**src/rtl/free_list.sv**
```systemverilog
// rtl/free_list.sv - physical-register free list with flush rollback to the committed head
// Optional same-cycle enqueue-to-dequeue bypass: define FREE_LIST_BYPASS_EN.
module free_list #(
    parameter int P_REG_NUM    = 64,
    parameter int ARCH_REG_NUM = 32,
    localparam int FL_DEPTH    = P_REG_NUM - ARCH_REG_NUM,
    localparam int PW          = $clog2(P_REG_NUM),
    localparam int CW          = $clog2(FL_DEPTH) + 1
) (
    input  logic          clk,
    input  logic          rst,
    input  logic          deq,
    output logic [PW-1:0] deq_preg,
    output logic          empty,
    output logic [CW-1:0] count,
    input  logic          enq,
    input  logic [PW-1:0] enq_preg,
    input  logic          commit_alloc,
    input  logic          flush,
    output logic          overflow_err
);
    localparam int IW = CW - 1;

    logic [PW-1:0] mem_q [FL_DEPTH];
    logic [CW-1:0] head_q, head_d;
    logic [CW-1:0] tail_q, tail_d;
    logic [CW-1:0] chead_q, chead_d;
    logic          ovf_q, ovf_d;

    logic [CW-1:0] cnt;
    logic          full;
    logic          is_empty;
    logic          bypass;
    logic          deq_ok;
    logic          enq_ok;

    assign cnt      = tail_q - head_q;
    assign full     = (cnt == CW'(FL_DEPTH));
    assign is_empty = (cnt == '0);

`ifdef FREE_LIST_BYPASS_EN
    // Freshly released register is offered to Decode in the same cycle; it is
    // still written to mem so a later flush can rewind head across it.
    assign bypass = is_empty && enq && (enq_preg != '0) && !flush;
`else
    assign bypass = 1'b0;
`endif

    assign deq_ok = deq && !flush && (!is_empty || bypass);
    assign enq_ok = enq && (enq_preg != '0) && !full;

    always_comb begin
        chead_d = chead_q + CW'(commit_alloc);
        tail_d  = tail_q + CW'(enq_ok);
        head_d  = flush ? chead_d : (head_q + CW'(deq_ok));
        ovf_d   = ovf_q | (enq & full);
    end

    assign count        = cnt;
    assign empty        = is_empty && !bypass;
    assign deq_preg     = bypass ? enq_preg : mem_q[head_q[IW-1:0]];
    assign overflow_err = ovf_q;

    always_ff @(posedge clk) begin
        if (rst) begin
            head_q  <= '0;
            chead_q <= '0;
            tail_q  <= CW'(FL_DEPTH);
            ovf_q   <= 1'b0;
            for (int i = 0; i < FL_DEPTH; i++) begin
                mem_q[i] <= PW'(ARCH_REG_NUM + i);
            end
        end else begin
            head_q  <= head_d;
            chead_q <= chead_d;
            tail_q  <= tail_d;
            ovf_q   <= ovf_d;
            if (enq_ok) begin
                mem_q[tail_q[IW-1:0]] <= enq_preg;
            end
        end
    end
endmodule

```
**config.mk**
```make
export PLATFORM = sky130hd
export DESIGN_NAME = free_list
export DESIGN_NICKNAME = d
export VERILOG_FILES = /design/src/rtl/free_list.sv
export SDC_FILE = /design/constraint.sdc
export NUM_CORES = 1
export LEC_CHECK = 0
export ABC_CLOCK_PERIOD_IN_PS = 4700
export CAP_MARGIN = 20
export CORE_MARGIN = 1.5
export CORE_UTILIZATION = 35
export CTS_BUF_LIST = sky130_fd_sc_hd__clkbuf_8
export DETAILED_ROUTE_END_ITERATION = 7
export SYNTH_ARGS = -nofsm -noshare
export SYNTH_HDL_FRONTEND = slang
export SYNTH_SLANG_ARGS = --single-unit
```
**constraint.sdc**
```tcl
create_clock -name clk -period 4.7 [get_ports clk]
set_input_delay 0.47 -clock clk [delete_from_list [all_inputs] [get_ports clk]]
set_output_delay 0.47 -clock clk [all_outputs]
set_load 0.005 [all_outputs]
```
# Word-level counts from Yosys, hierarchy flattened
# Memories as Yosys holds them, arrays and structs flattened. A register that Yosys moved wholly into a read port is not among the register bits.
# Cells that the tools add are included.
# word_totals
inputBits	12
reg_bits	19
mem_count	1
ramBits	192
output_inout_bits	14
# op_classes
n_eq_ne	1
n_addsub	4
muxes	10
reduce_logical	10
n_bitwise	2
# mem_list
name	words	word_bits	rd	rd_clocked_by_memory_dff	write_ports	line	source
mem_q	32	6	1	1	32	24	logic [PW-1:0] mem_q [FL_DEPTH];
# ops
operator	count
adder 6 x 1 -> 6 bit	3
2-to-1 mux 6 bit	2
2-to-1 mux 5 bit	2
== test 6 bit (second input constant)	1
zero test 6 bit	1
2-to-1 mux 1 bit	6
nonzero test 6 bit	1
OR reduction 6 bit	1
subtractor 6 bit	1
logical AND 1 bit	4
zero test 1 bit	3
AND 1 bit	1
bitwise OR 1 bit	1

# Logic depth before layout (Yosys ltp)
# Gate-level depths: netlist of the first run.
# depth
word_depth	9
depth_mapped	16

# Worst setup path after synthesis of the first run
# No wires, ideal clock.
# synth_timing
path_type	register -> register
startpoint	register tail_q[0]
endpoint	register tail_q[5]
n_path_buf	2
stages_incl_launch_ff	15
setup_ps	132
arrival_time_ps	3030
slack_ps	1538
synth_period_minus_slack_ps	3162
required_time_ps	4568
cell_sequence	dfxtp_1 -> inv_1 -> ha_1 -> fa_1 -> xnor2_1 -> nor2_1 -> mux2_2 -> o211ai_1 -> buf_2 -> buf_2 -> and2_1 -> ha_1 -> nand3_1 -> o21ai_0 -> or3b_2
# synth_between
elab_chain_len	5
# synth_lines
item	line	source
from (decl)	26	logic [CW-1:0] tail_q, tail_d;
from (signal assigned)	68	tail_q <= CW'(FL_DEPTH);
from (signal assigned)	76	tail_q <= tail_d;
subtractor 6 bit	37	assign cnt = tail_q - head_q;
net count[2]	15	output logic [CW-1:0] count,
== test 6 bit	38	assign full = (cnt == CW'(FL_DEPTH));
zero test 1 bit	50	assign enq_ok = enq && (enq_preg != '0) && !full;
logical AND 1 bit	50	
adder 6 x 1 -> 6 bit	54	tail_d = tail_q + CW'(enq_ok);
# The timed path passes the listed nets, and every way through them passes these cells.
# A chain may end at the register's enable or synchronous reset.

# Worst setup path in the final report of the first run
# layout_timing
startpoint	register tail_q[0]
endpoint	output empty
# layout_between
elab_chain_len	2
# layout_lines
item	line	source
subtractor 6 bit	37	
zero test 6 bit	39	assign is_empty = (cnt == '0);
to (decl)	14	output logic empty,
# Every way passes these cells.

==> results of run 1 <==
[sequential cells by signal, summed over array words and instances (netlist names)]
register	flops
overflow_err	1
chead_q	6
mem_q	192
tail_q	6
head_q	6
[layout by cell type (no fill, tap or decap), drive strengths merged, types with 12 or more instances in the layout]
| cell | synthesis | routed |
|---|---|---|
| clkbuf | 34 | 41 |
| a22oi | 12 | 12 |
| edfxtp | 192 | 192 |
| a21oi | 14 | 14 |
| buf | 58 | 16 |
| dfxtp | 19 | 19 |
| nand3 | 137 | 137 |
| nor2 | 132 | 132 |
| a41o | 32 | 32 |
| inv | 9 | 26 |
| clkdlybuf4s50 | 0 | 24 |
| nor3 | 86 | 86 |
| mux4 | 30 | 30 |
| nand2 | 60 | 60 |
| mux2i | 50 | 50 |
[cell type report]
class / instances / area, um2 / area share (%)
clock inverters: 29 / 186.4 / 1.566
flip-flops and latches: 211 / 6150 / 51.66
multi-input cells: 619 / 4108 / 34.51
repair buffers: 42 / 397.9 / 3.342
well taps: 390 / 488.0 / 4.099
inverters: 10 / 37.54 / 0.3153
clock buffers: 39 / 536.8 / 4.509
[logic make-up (layout without fill, tap and decap cells)]
| family | count (synthesis) | in the layout | synth area share (%) |
|---|---|---|---|
| compound gates | 72 | 72 | 5.497 |
| xor+xnor | 15 | 15 | 1.223 |
| fa+ha+maj | 12 | 12 | 1.467 |
| buf+inv | 102 | 120 | 4.938 |
| flops | 211 | 211 | 57.20 |
| mux | 81 | 81 | 11.05 |
| simple gates | 439 | 439 | 18.62 |
[layer usage]
layer | vias up | GRT usage, % | wire length [um]
met5 | - | 0 | 0
li1 | 3465 | - | -
met4 | 0 | 7.326 | 839
met3 | 64 | 2.941 | 2279
met2 | 366 | 29.05 | 13340
met1 | 3708 | 24.42 | 12040
[power by group]
| part | total, mW | switching [mW] | internal [mW] |
|---|---|---|---|
| clock network | 1.65 | 0.761 | 0.891 |
| logic | 0.623 | 0.398 | 0.225 |
| registers | 2.12 | 0.0369 | 2.08 |
[worst min-delay path by stage]
stage	startpoint	end	slack, ns	cells past startpoint
2_1_floorplan	overflow_err$_SDFF_PP0_	overflow_err$_SDFF_PP0_	0.46	2
3_3_place_gp	overflow_err$_SDFF_PP0_	overflow_err$_SDFF_PP0_	0.47	2
3_5_place_dp	overflow_err$_SDFF_PP0_	overflow_err$_SDFF_PP0_	0.47	2
4_1_cts	overflow_err$_SDFF_PP0_	overflow_err$_SDFF_PP0_	0.48	2
5_1_grt	overflow_err$_SDFF_PP0_	overflow_err$_SDFF_PP0_	0.52	2
6_report	overflow_err$_SDFF_PP0_	overflow_err$_SDFF_PP0_	0.46	2
[tightest hold or removal path, stage by stage (launching register included)]
cell and delay, ns:
dfxtp_1 0.31, inv_1 0.05, o22ai_1 0.06
==> metrics.md, run 1 <==
| Metric | Value |
|---|---|
| Status | `complete, no violations` |
| Worst-Margin Slew | `1.103 ns` |
| Worst-case hold slack | `between 0.4 and 0.5 ns` |
| Tmin final | `between 3 and 4 ns` |
| Reg-to-Reg Start | `tail_q[0]$_SDFF_PP0_` |
| Top cell type's share of synthesized area | `53.66%` |
| Die Width | `178.2 um` |
| Pin count of the biggest net entering global routing | `145` |
| Io pins | `26` |
| CTS tree | `done` |
| Sink Count | `around 210` |
| Bufs and invs on worst path | `3` |
| Crit path top cell by count | `inv_1` |
| CP startpoint kind | `register` |
| Clk buf depth | `3` |
| Critical path endpoint | `empty` |
| Syn nets | `about 960` |
| Ys flop type | `edfxtp_1` |
| Design area | `0.01190 mm2` |
| #FFs+latches synth | `approximately 210` |
| GRT overflow | `0` |
| Crit path launch | `tail_q[0]$_SDFF_PP0_` |
| Clk_skew | `0.03043 ns` |
| Routed Wire Length | `28500 um` |
| Die area | `around 0.032 mm2` |
| Number of global-route vias before repair | `7282` |
| Slowest stage delay, CP | `roughly 0.59 ns` |
| Hold WC Path Type | `reg -> reg` |
| Crit path kind | `reg -> out` |
| Fmax | `0.2576 GHz` |
| Post-synth top cells | `192 x edfxtp_1, 137 x nand3_1, 132 x nor2_1, 86 x nor3_1, 60 x nand2_1` |
| Post-Syn Area | `0.01074 mm2` |
| Initial antenna violation count | `0` |
| CP Capture Type | `primary output` |
| Worst-path clk slew | `0.06 ns` |
| Reg2Reg Capture Point | `mem_q[21][3]$_SDFFCE_PN0P_` |
| Resized Gates After CTS | `0` |
| Final Power | `4.395 mW` |
| Post-synth EDFFs | `192` |
| Syn Inst Count | `932` |
| DR iter-0 viols | `749` |
| Placed Cells | `1270` |
| Die Ht | `178.2 um` |
| Setup TNS | `0 ns` |
| Max-cap viol count | `0` |
| Sequential-to-total area share from yosys stat | `57.20%` |
| Final slew viol count | `0` |
| Critical path's slowest cell | `clkdlybuf4s50_1` |
| Flop2flop setup slack | `1.06 ns` |
| Critical path, cell by cell | `inv_1 > ha_1 > fa_1 > inv_1 > nor4_1 > mux2_2 > nor4b_1 > clkdlybuf4s50_1` |
| Total global-route track usage | `18.09%` |
| Layout cells sized above 1 | `about 11%` |
| VDD IR-drop max | `157.6 uV` |
| Setup ws final | `slightly above 0.8 ns` |
| Postcts setup bufs | `0` |
| Tcrit/Tclk final | `82.58%` |
| Number of buffers created by CTS | `38` |
| First-pass GRT wire length | `42950 um` |
| H-Tree Depth | `2` |
| Setup-failing EPs final | `0` |
| Layout area overhead | `10.80%` |
| RSZ-0062 raised after global routing | `no` |
| PwrDens | `around 370 mW/mm2` |
| Core outline area | `0.02995 mm2` |
| Area of placed instances | `0.01117 mm2` |
| Crit path required time | `4.23 ns` |
| CTS Hold Bufs | `0` |
| Routed len/inst | `21.27 um` |
| Data arrival, critical path | `3.41 ns` |
| DR vias/cell | `5.674` |
| Top post-synthesis cells by area | `edfxtp_1 54%, nand3_1 6.4%, mux4_2 6.3%` |
| Yosys warnings | `0` |
| Crit path depth | `8` |
| Final Core Density | `39.74%` |
| Area leader, netlist | `edfxtp_1` |
| Port bufs | `25` |
| Non-Filler Instances | `approximately 1300` |
| DRC errors left | `0` |
| Fillcell total | `2843` |
| R2R depth | `9` |
| Initial Utilization | `35.87%` |
| Clk_lat worst skew | `between 0.5 and 0.6 ns` |
| Layout Nets | `946` |
| Top-count cell post-synth | `edfxtp_1` |
| Fraction of registers with async set/reset | `0%` |
| Avg Cell Area, Syn | `11.53 um2` |
| CP Max Fanout | `4` |
| Hold Vio Cnt, Final | `0` |
| First drt pass iteration count | `6` |
| Inserted Diodes | `0` |
| Antenna Nets Post-Route | `0` |
| Leakage | `3.698 nW` |
| Rel. slew slack | `26.28%` |
| GPL Wtd Cong | `0.8132` |
| Vias | `between 7000 and 8000` |
| Place WS | `1.127 ns` |
| Synth cell types | `49` |
| Standard-cell rows | `63` |
| CTS root buffer | `clkbuf_8` |
| DP HPWL | `around 18000 um` |
| Critical path's top delay family | `buffers and inverters` |
Note: power is estimated with default switching activity, not from simulation.
==> run 2, diff against run 1 <==
--- a/config.mk
+++ b/config.mk
@@ -5,7 +5,7 @@
 export SDC_FILE = /design/constraint.sdc
 export NUM_CORES = 1
 export LEC_CHECK = 0
-export ABC_CLOCK_PERIOD_IN_PS = 4700
+export ABC_CLOCK_PERIOD_IN_PS = 3700
 export CAP_MARGIN = 20
 export CORE_MARGIN = 1.5
 export CORE_UTILIZATION = 35
==> constraint.sdc (replaced) <==
create_clock -name clk -period 3.7 [get_ports clk]
set_input_delay 0.37 -clock clk [delete_from_list [all_inputs] [get_ports clk]]
set_output_delay 0.37 -clock clk [all_outputs]
set_load 0.005 [all_outputs]
==> metrics.md, run 2 (synthesis gave the netlist of run 1 again) <==
| Metric | Value |
|---|---|
| Commonest cells after routing, fill and taps aside | `192 x edfxtp_1, 137 x nand3_1, 132 x nor2_1` |
| Routed len/inst | `21.33 um (+0.31%)` |
| Inserted Diodes | `0 (unchanged)` |
| Met2 Usage GRT | `29.77% (+0.71 points)` |
| Die Width | `178.2 um (unchanged)` |
| Critical path, cell by cell | `buf_6 > mux4_2 > mux4_2 > nand2_1 > nand3_1 > clkdlybuf4s50_1` |
| Tmin final | `3.482 ns` |
| Worst-path clk slew | `0.06 ns (about the same)` |
| Crit path top cell by count | `mux4_2` |
| GR Layer Usage met1 | `24.74% (+0.32 points)` |
| CP startpoint kind | `register` |
| Vias | `7597 (-0.079%)` |
| Die Ht | `178.2 um (unchanged)` |
| Setup-failing EPs final | `0 (unchanged)` |
| DR vias/cell | `5.640 (-0.60%)` |
| M3 GR Usage | `3.453% (+0.51 points)` |
| Place WS | `0.3862 ns (-0.7412 ns)` |
| Die area | `0.03176 mm2 (unchanged)` |
| Biggest register | `mem_q` |
| H-Tree Depth | `2 (unchanged)` |
| Status | `complete, no violations` |
| Total global-route track usage | `18.35% (+0.25 points)` |
| Placed Cells | `1283 (+1.0%)` |
| GRT overflow | `0 (unchanged)` |
| Design area | `0.01195 mm2 (+0.36%)` |
| Flop2flop setup slack | `0.32 ns (-0.74 ns)` |
| PwrDens | `459.3 mW/mm2 (+24%)` |
| Bufs and invs on worst path | `2 (-1)` |
| VDD IR-drop max | `197.2 uV (+25%)` |
| Io pins | `26 (unchanged)` |
| Final slew viol count | `0 (unchanged)` |
| Setup TNS | `0 ns (unchanged)` |
| Max reg flops | `192 (unchanged)` |
| Setup ws final | `0.2178 ns (-0.6008 ns)` |
| Layout Nets | `955 (+0.95%)` |
| Standard-cell rows | `63 (unchanged)` |
| Antenna Nets Post-Route | `0 (unchanged)` |
| Initial antenna violation count | `1 (+1)` |
| GPL Wtd Cong | `0.8237 (+1.3%)` |
| Layout cells sized above 1 | `12.02% (+0.75 points)` |
| Data arrival, critical path | `3.11 ns (-0.30 ns)` |
| Fmax | `0.2872 GHz` |
| Clk_lat worst skew | `0.53 ns (-0.03 ns)` |
| CTS root buffer | `clkbuf_8` |
| First-pass GRT wire length | `43590 um (+1.5%)` |
| Non-Filler Instances | `1347 (+0.52%)` |
| CTS Hold Bufs | `0 (unchanged)` |
| DP HPWL | `18010 um (+2.9%)` |
| Core outline area | `0.02995 mm2 (unchanged)` |
| Critical path's slowest cell | `mux4_2` |
| Critical path's top delay family | `multiplexers` |
| Hold WC Path Type | `in -> reg` |
| Number of global-route vias before repair | `7425 (+2.0%)` |
| Clk buf depth | `3 (unchanged)` |
| Sink Count | `211 (unchanged)` |
| Max-cap viol count | `0 (unchanged)` |
| Port bufs | `25 (unchanged)` |
| Top Usage Layer GRT | `met2` |
| CP Max Fanout | `37 (+33)` |
| Commonest non-fill, non-tap cell in the layout | `edfxtp_1` |
| Clk_skew | `0.01395 ns (-0.01648 ns)` |
| Crit path required time | `3.33 ns (-0.90 ns)` |
| Tcrit/Tclk final | `between 90 and 100%` |
| Worst-Margin Slew | `0.9967 ns (-0.1064 ns)` |
| RSZ-0062 raised after global routing | `no` |
| Leakage | `3.709 nW (+0.31%)` |
| Hold Vio Cnt, Final | `0 (unchanged)` |
| Routed Wire Length | `28740 um (+0.84%)` |
| Number of buffers created by CTS | `36 (-5.3%)` |
| CP Capture Type | `primary output` |
| Layout area overhead | `11.19%` |
| Slowest stage delay, CP | `0.61 ns (+0.02 ns)` |
| Initial Utilization | `35.87% (unchanged)` |
| Area of placed instances | `0.01126 mm2 (+0.87%)` |
| DRC errors left | `0 (unchanged)` |
| CTS tree | `done` |
| DR iter-0 viols | `627 (-16%)` |
| Crit path kind | `reg -> out` |
| Pin count of the biggest net entering global routing | `91 (-37%)` |
| First drt pass iteration count | `5 (-1)` |
| Rel. slew slack | `33.39% (+7.1 points)` |
[run 2: cell types whose count changed in the layout (fill, tap and decap cells not counted), moves of 2 or more]
cell and change:
inv_1 -4, nor3_2 +2, inv_8 -2, buf_4 +10, buf_6 +2, clkbuf_4 -2, clkinv_1 +4, nor3_4 -2
[run 2: worst reg2reg max path, stage by stage, from the launching register on]
cell	delay [ns]
dfxtp_1	0.40
inv_1	0.13
ha_1	0.23
fa_1	0.40
xnor2_1	0.28
nor4_1	0.07
mux2_2	0.30
o211ai_1	0.23
buf_4	0.56
a41o_1	0.45
[run 2: worst paths after layout]
kind	start	to	depth (start not counted)
worst max register to register	tail_q[0]$_SDFF_PP0_	mem_q[25][1]$_SDFFCE_PN0P_	9
worst min-delay path	rst	tail_q[1]$_SDFF_PP0_	2
worst max-delay path	head_q[0]$_SDFF_PP0_	deq_preg[5]	6
worst min register to register	overflow_err$_SDFF_PP0_	overflow_err$_SDFF_PP0_	2
[run 2: layout make-up]
| class | instances | area, um2 |
|---|---|---|
| Timing Repair Buffer | 53 | 500.5 |
| Sequential cell | 211 | 6150 |
| Multi-Input combinational cell | 619 | 4110 |
| Clock buffer | 38 | 523.0 |
| Fill cell | 2882 | 18010 |
| Clock inverter | 26 | 137.6 |
| Inverter | 10 | 37.54 |
| Tap cell | 390 | 488.0 |
[run 2: routing by layer]
layer	part of all wire (%)	wire length, um
met5	0	0
met3	8.2	2366
met1	42	11990
met4	2.4	681
met2	48	13700
[run 2: timing repair]
item / CTS / global route
setup endpoints to repair: 6 / 7
hold endpoints to repair: 0 / 0
setup buffers: 0 / 0
cloned: 0 / 0
gates resized for setup: 1 / 3
[run 2: power by group]
group,internal [mW],total [mW],switching [mW]
sequential,2.64,2.67,0.0264
clock,1.02,1.98,0.958
combinational,0.303,0.833,0.530
[run 2: per-stage QoR]
step	power, mW	util, %	hold WS [ns]
after floorplan	3.265	-	0.4563
after global routing	5.670	39.88	0.2990
final	5.487	39.88	0.2971
after CTS	5.511	39.82	0.2779
after detailed placement	3.542	37.60	0.4535
after global placement	3.539	37.60	0.4582
==> run 3, diff against run 2 <==
--- a/config.mk
+++ b/config.mk
@@ -8,9 +8,10 @@
 export ABC_CLOCK_PERIOD_IN_PS = 3700
 export CAP_MARGIN = 20
 export CORE_MARGIN = 1.5
-export CORE_UTILIZATION = 35
+export CORE_UTILIZATION = 50
 export CTS_BUF_LIST = sky130_fd_sc_hd__clkbuf_8
 export DETAILED_ROUTE_END_ITERATION = 7
+export PLACE_DENSITY = 0.67
 export SYNTH_ARGS = -nofsm -noshare
 export SYNTH_HDL_FRONTEND = slang
 export SYNTH_SLANG_ARGS = --single-unit
==> metrics.md, run 3 (synthesis gave the netlist of run 1 again) <==
| Metric | Value |
|---|---|
| Status | `complete, no violations` |
| Flop2flop setup slack | `0.49 ns (+0.17 ns)` |
| Initial Utilization | `51.11% (+15 points)` |
| Layout Nets | `954 (-0.10%)` |
| Commonest non-fill, non-tap cell in the layout | `edfxtp_1` |
| Tmin final | `3.546 ns (+0.06401 ns)` |
| Final slew viol count | `0 (unchanged)` |
| WHS Path Cells | `2 (unchanged)` |
| DR vias/cell | `6.152 (+9.1%)` |
| Data arrival, critical path | `3.18 ns (+0.07 ns)` |
| Crit path kind | `reg -> out` |
| Routed Wire Length | `27270 um (-5.1%)` |
| First drt pass iteration count | `5 (unchanged)` |
| Slowest stage delay, CP | `0.61 ns (about the same)` |
| Layout area overhead | `9.840%` |
| Port bufs | `25 (unchanged)` |
| CP startpoint kind | `register` |
| DRC errors left | `0 (unchanged)` |
| Crit path top cell by count | `mux4_2` |
| Sink Count | `211 (unchanged)` |
| Standard-cell rows | `53 (-16%)` |
| CP Max Fanout | `24 (-35%)` |
| Non-Filler Instances | `1232 (-8.5%)` |
| Antenna Nets Post-Route | `0 (unchanged)` |
| Critical path's top delay family | `multiplexers` |
| Worst-path clk slew | `0.06 ns (about the same)` |
| H-Tree Depth | `2 (unchanged)` |
| Setup-failing EPs final | `0 (unchanged)` |
| Number of buffers created by CTS | `38 (+5.6%)` |
| DR iter-0 viols | `595 (-5.1%)` |
| CTS Hold Bufs | `0 (unchanged)` |
| Pin count of the biggest net entering global routing | `107 (+18%)` |
| PwrDens | `473.0 mW/mm2 (+3.0%)` |
| RSZ-0062 raised after global routing | `no` |
| Clk_lat worst skew | `0.54 ns (about the same)` |
| Setup TNS | `0 ns (unchanged)` |
| Initial antenna violation count | `0 (-1)` |
| Inserted Diodes | `0 (unchanged)` |
| Fmax | `0.2820 GHz (-1.8%)` |
| Bufs and invs on worst path | `2 (unchanged)` |
| Vias | `7579 (-0.24%)` |
| Max-cap viol count | `0 (unchanged)` |
| Core outline area | `0.02102 mm2 (-30%)` |
| Biggest register | `mem_q` |
| CTS root buffer | `clkbuf_8` |
| Die Ht | `149.6 um (-16%)` |
| Critical path, cell by cell | `buf_4 > mux4_2 > mux4_2 > nand2_1 > nand3_1 > clkdlybuf4s50_1` |
| Reg-to-Reg Start | `tail_q[0]$_SDFF_PP0_` |
| M3 GR Usage | `4.146% (+0.69 points)` |
| DP HPWL | `17080 um (-5.2%)` |
| First-pass GRT wire length | `42060 um (-3.5%)` |
| GRT overflow | `0 (unchanged)` |
| Die area | `0.02238 mm2 (-30%)` |
| Min-delay src | `rst` |
| Top Usage Layer GRT | `met2` |
| Total global-route track usage | `25.19% (+6.8 points)` |
| Commonest cells after routing, fill and taps aside | `192 x edfxtp_1, 137 x nand3_1, 132 x nor2_1` |
| Met2 Usage GRT | `40.60% (+11 points)` |
| Postcts setup bufs | `0 (unchanged)` |
| Crit path launch | `head_q[0]$_SDFF_PP0_` |
| Hold Vio Cnt, Final | `0 (unchanged)` |
| R2R depth | `9 (unchanged)` |
| Routed len/inst | `22.14 um (+3.8%)` |
| Final Power | `5.582 mW (+1.7%)` |
| Hold WC Path Type | `in -> reg` |
| Rel. slew slack | `30.34% (-3.1 points)` |
| Clk_skew | `0.03374 ns (+0.01979 ns)` |
| Layout cells sized above 1 | `12.23% (+0.21 points)` |
| Tcrit/Tclk final | `95.84% (+1.7 points)` |
| Critical path's slowest cell | `mux4_2` |
| Clk buf depth | `3 (unchanged)` |
| Placed Cells | `1165 (-9.2%)` |
| Number of global-route vias before repair | `7498 (+0.98%)` |
| Crit path required time | `3.33 ns (about the same)` |
| Worst-Margin Slew | `1.042 ns (+0.04569 ns)` |
| Max reg flops | `192 (unchanged)` |
| Io pins | `26 (unchanged)` |
| Die Width | `149.6 um (-16%)` |
| VDD IR-drop max | `213.2 uV (+8.1%)` |
| CP Capture Type | `primary output` |
| Leakage | `3.719 nW (+0.25%)` |
| GR Layer Usage met1 | `33.18% (+8.4 points)` |
| Fillcell total | `1705 (-41%)` |
| CTS tree | `done` |
| GPL Wtd Cong | `0.8566 (+4.0%)` |
| Crit path depth | `6 (unchanged)` |
-- run 3: changes by cell type in the layout (fill, tap and decap cells not counted), sizes merged --
cell and delta:
buf -3, clkinv -3, clkinvlp +2, inv +2
bufinv +1, clkbuf +1
-- run 3: area by class of cell --
class | count | area, um2 | area share, %
Clock inverter | 28 | 176.4 | 1.495
Inverter | 10 | 37.54 | 0.3181
Tap cell | 275 | 344.1 | 2.916
Multi-Input combinational cell | 619 | 4095 | 34.70
Sequential cell | 211 | 6150 | 52.11
Clock buffer | 39 | 536.8 | 4.548
Timing Repair Buffer | 50 | 461.7 | 3.912
-- run 3: worst register-to-register path, cell delays in order, from the launching register on --
cell	delay (ns)
dfxtp_1	0.40
inv_1	0.12
ha_1	0.22
fa_1	0.40
xnor2_1	0.27
nor4_1	0.07
mux2_2	0.29
o211ai_1	0.23
buf_12	0.43
a41o_1	0.46
-- run 3: stage by stage --
| stage | setup slack [ns] | area (um2) | hold WS, ns | util [%] |
|---|---|---|---|---|
| after global placement | 0.5156 | 11070 | 0.4850 | 52.66 |
| after global routing | 0.05095 | 11800 | 0.3237 | 56.14 |
| after floorplan | 0.5381 | 10740 | 0.4563 | - |
| after detailed placement | 0.4920 | 11080 | 0.5114 | 52.72 |
| final | 0.1538 | 11800 | 0.3078 | 56.14 |
| after CTS | 0.03548 | 11800 | 0.2905 | 56.11 |
-- run 3: worst paths after layout --
kind,endpoint
max,deq_preg[3]
min,tail_q[4]$_SDFF_PP0_
max reg2reg,mem_q[25][3]$_SDFFCE_PN1P_
min reg2reg,overflow_err$_SDFF_PP0_
-- run 3: report_power, final --
group	total (mW)	switching (mW)	internal, mW
Sequential	2.68	0.0309	2.65
Clock	2.10	0.977	1.12
Combinational	0.806	0.508	0.298
-- run 3: metal layers --
layer | up-vias | share of wire, %
li1 | 3488 | -
met3 | 79 | 8.4
met5 | - | 0
met2 | 407 | 48
met1 | 3605 | 40
met4 | 0 | 3.8
-- run 3: repair_timing --
action / CTS / global route
endpoints found under the hold margin: 0 / 0
setup endpoints to repair: 0 / 1
gates resized for setup: 0 / 1
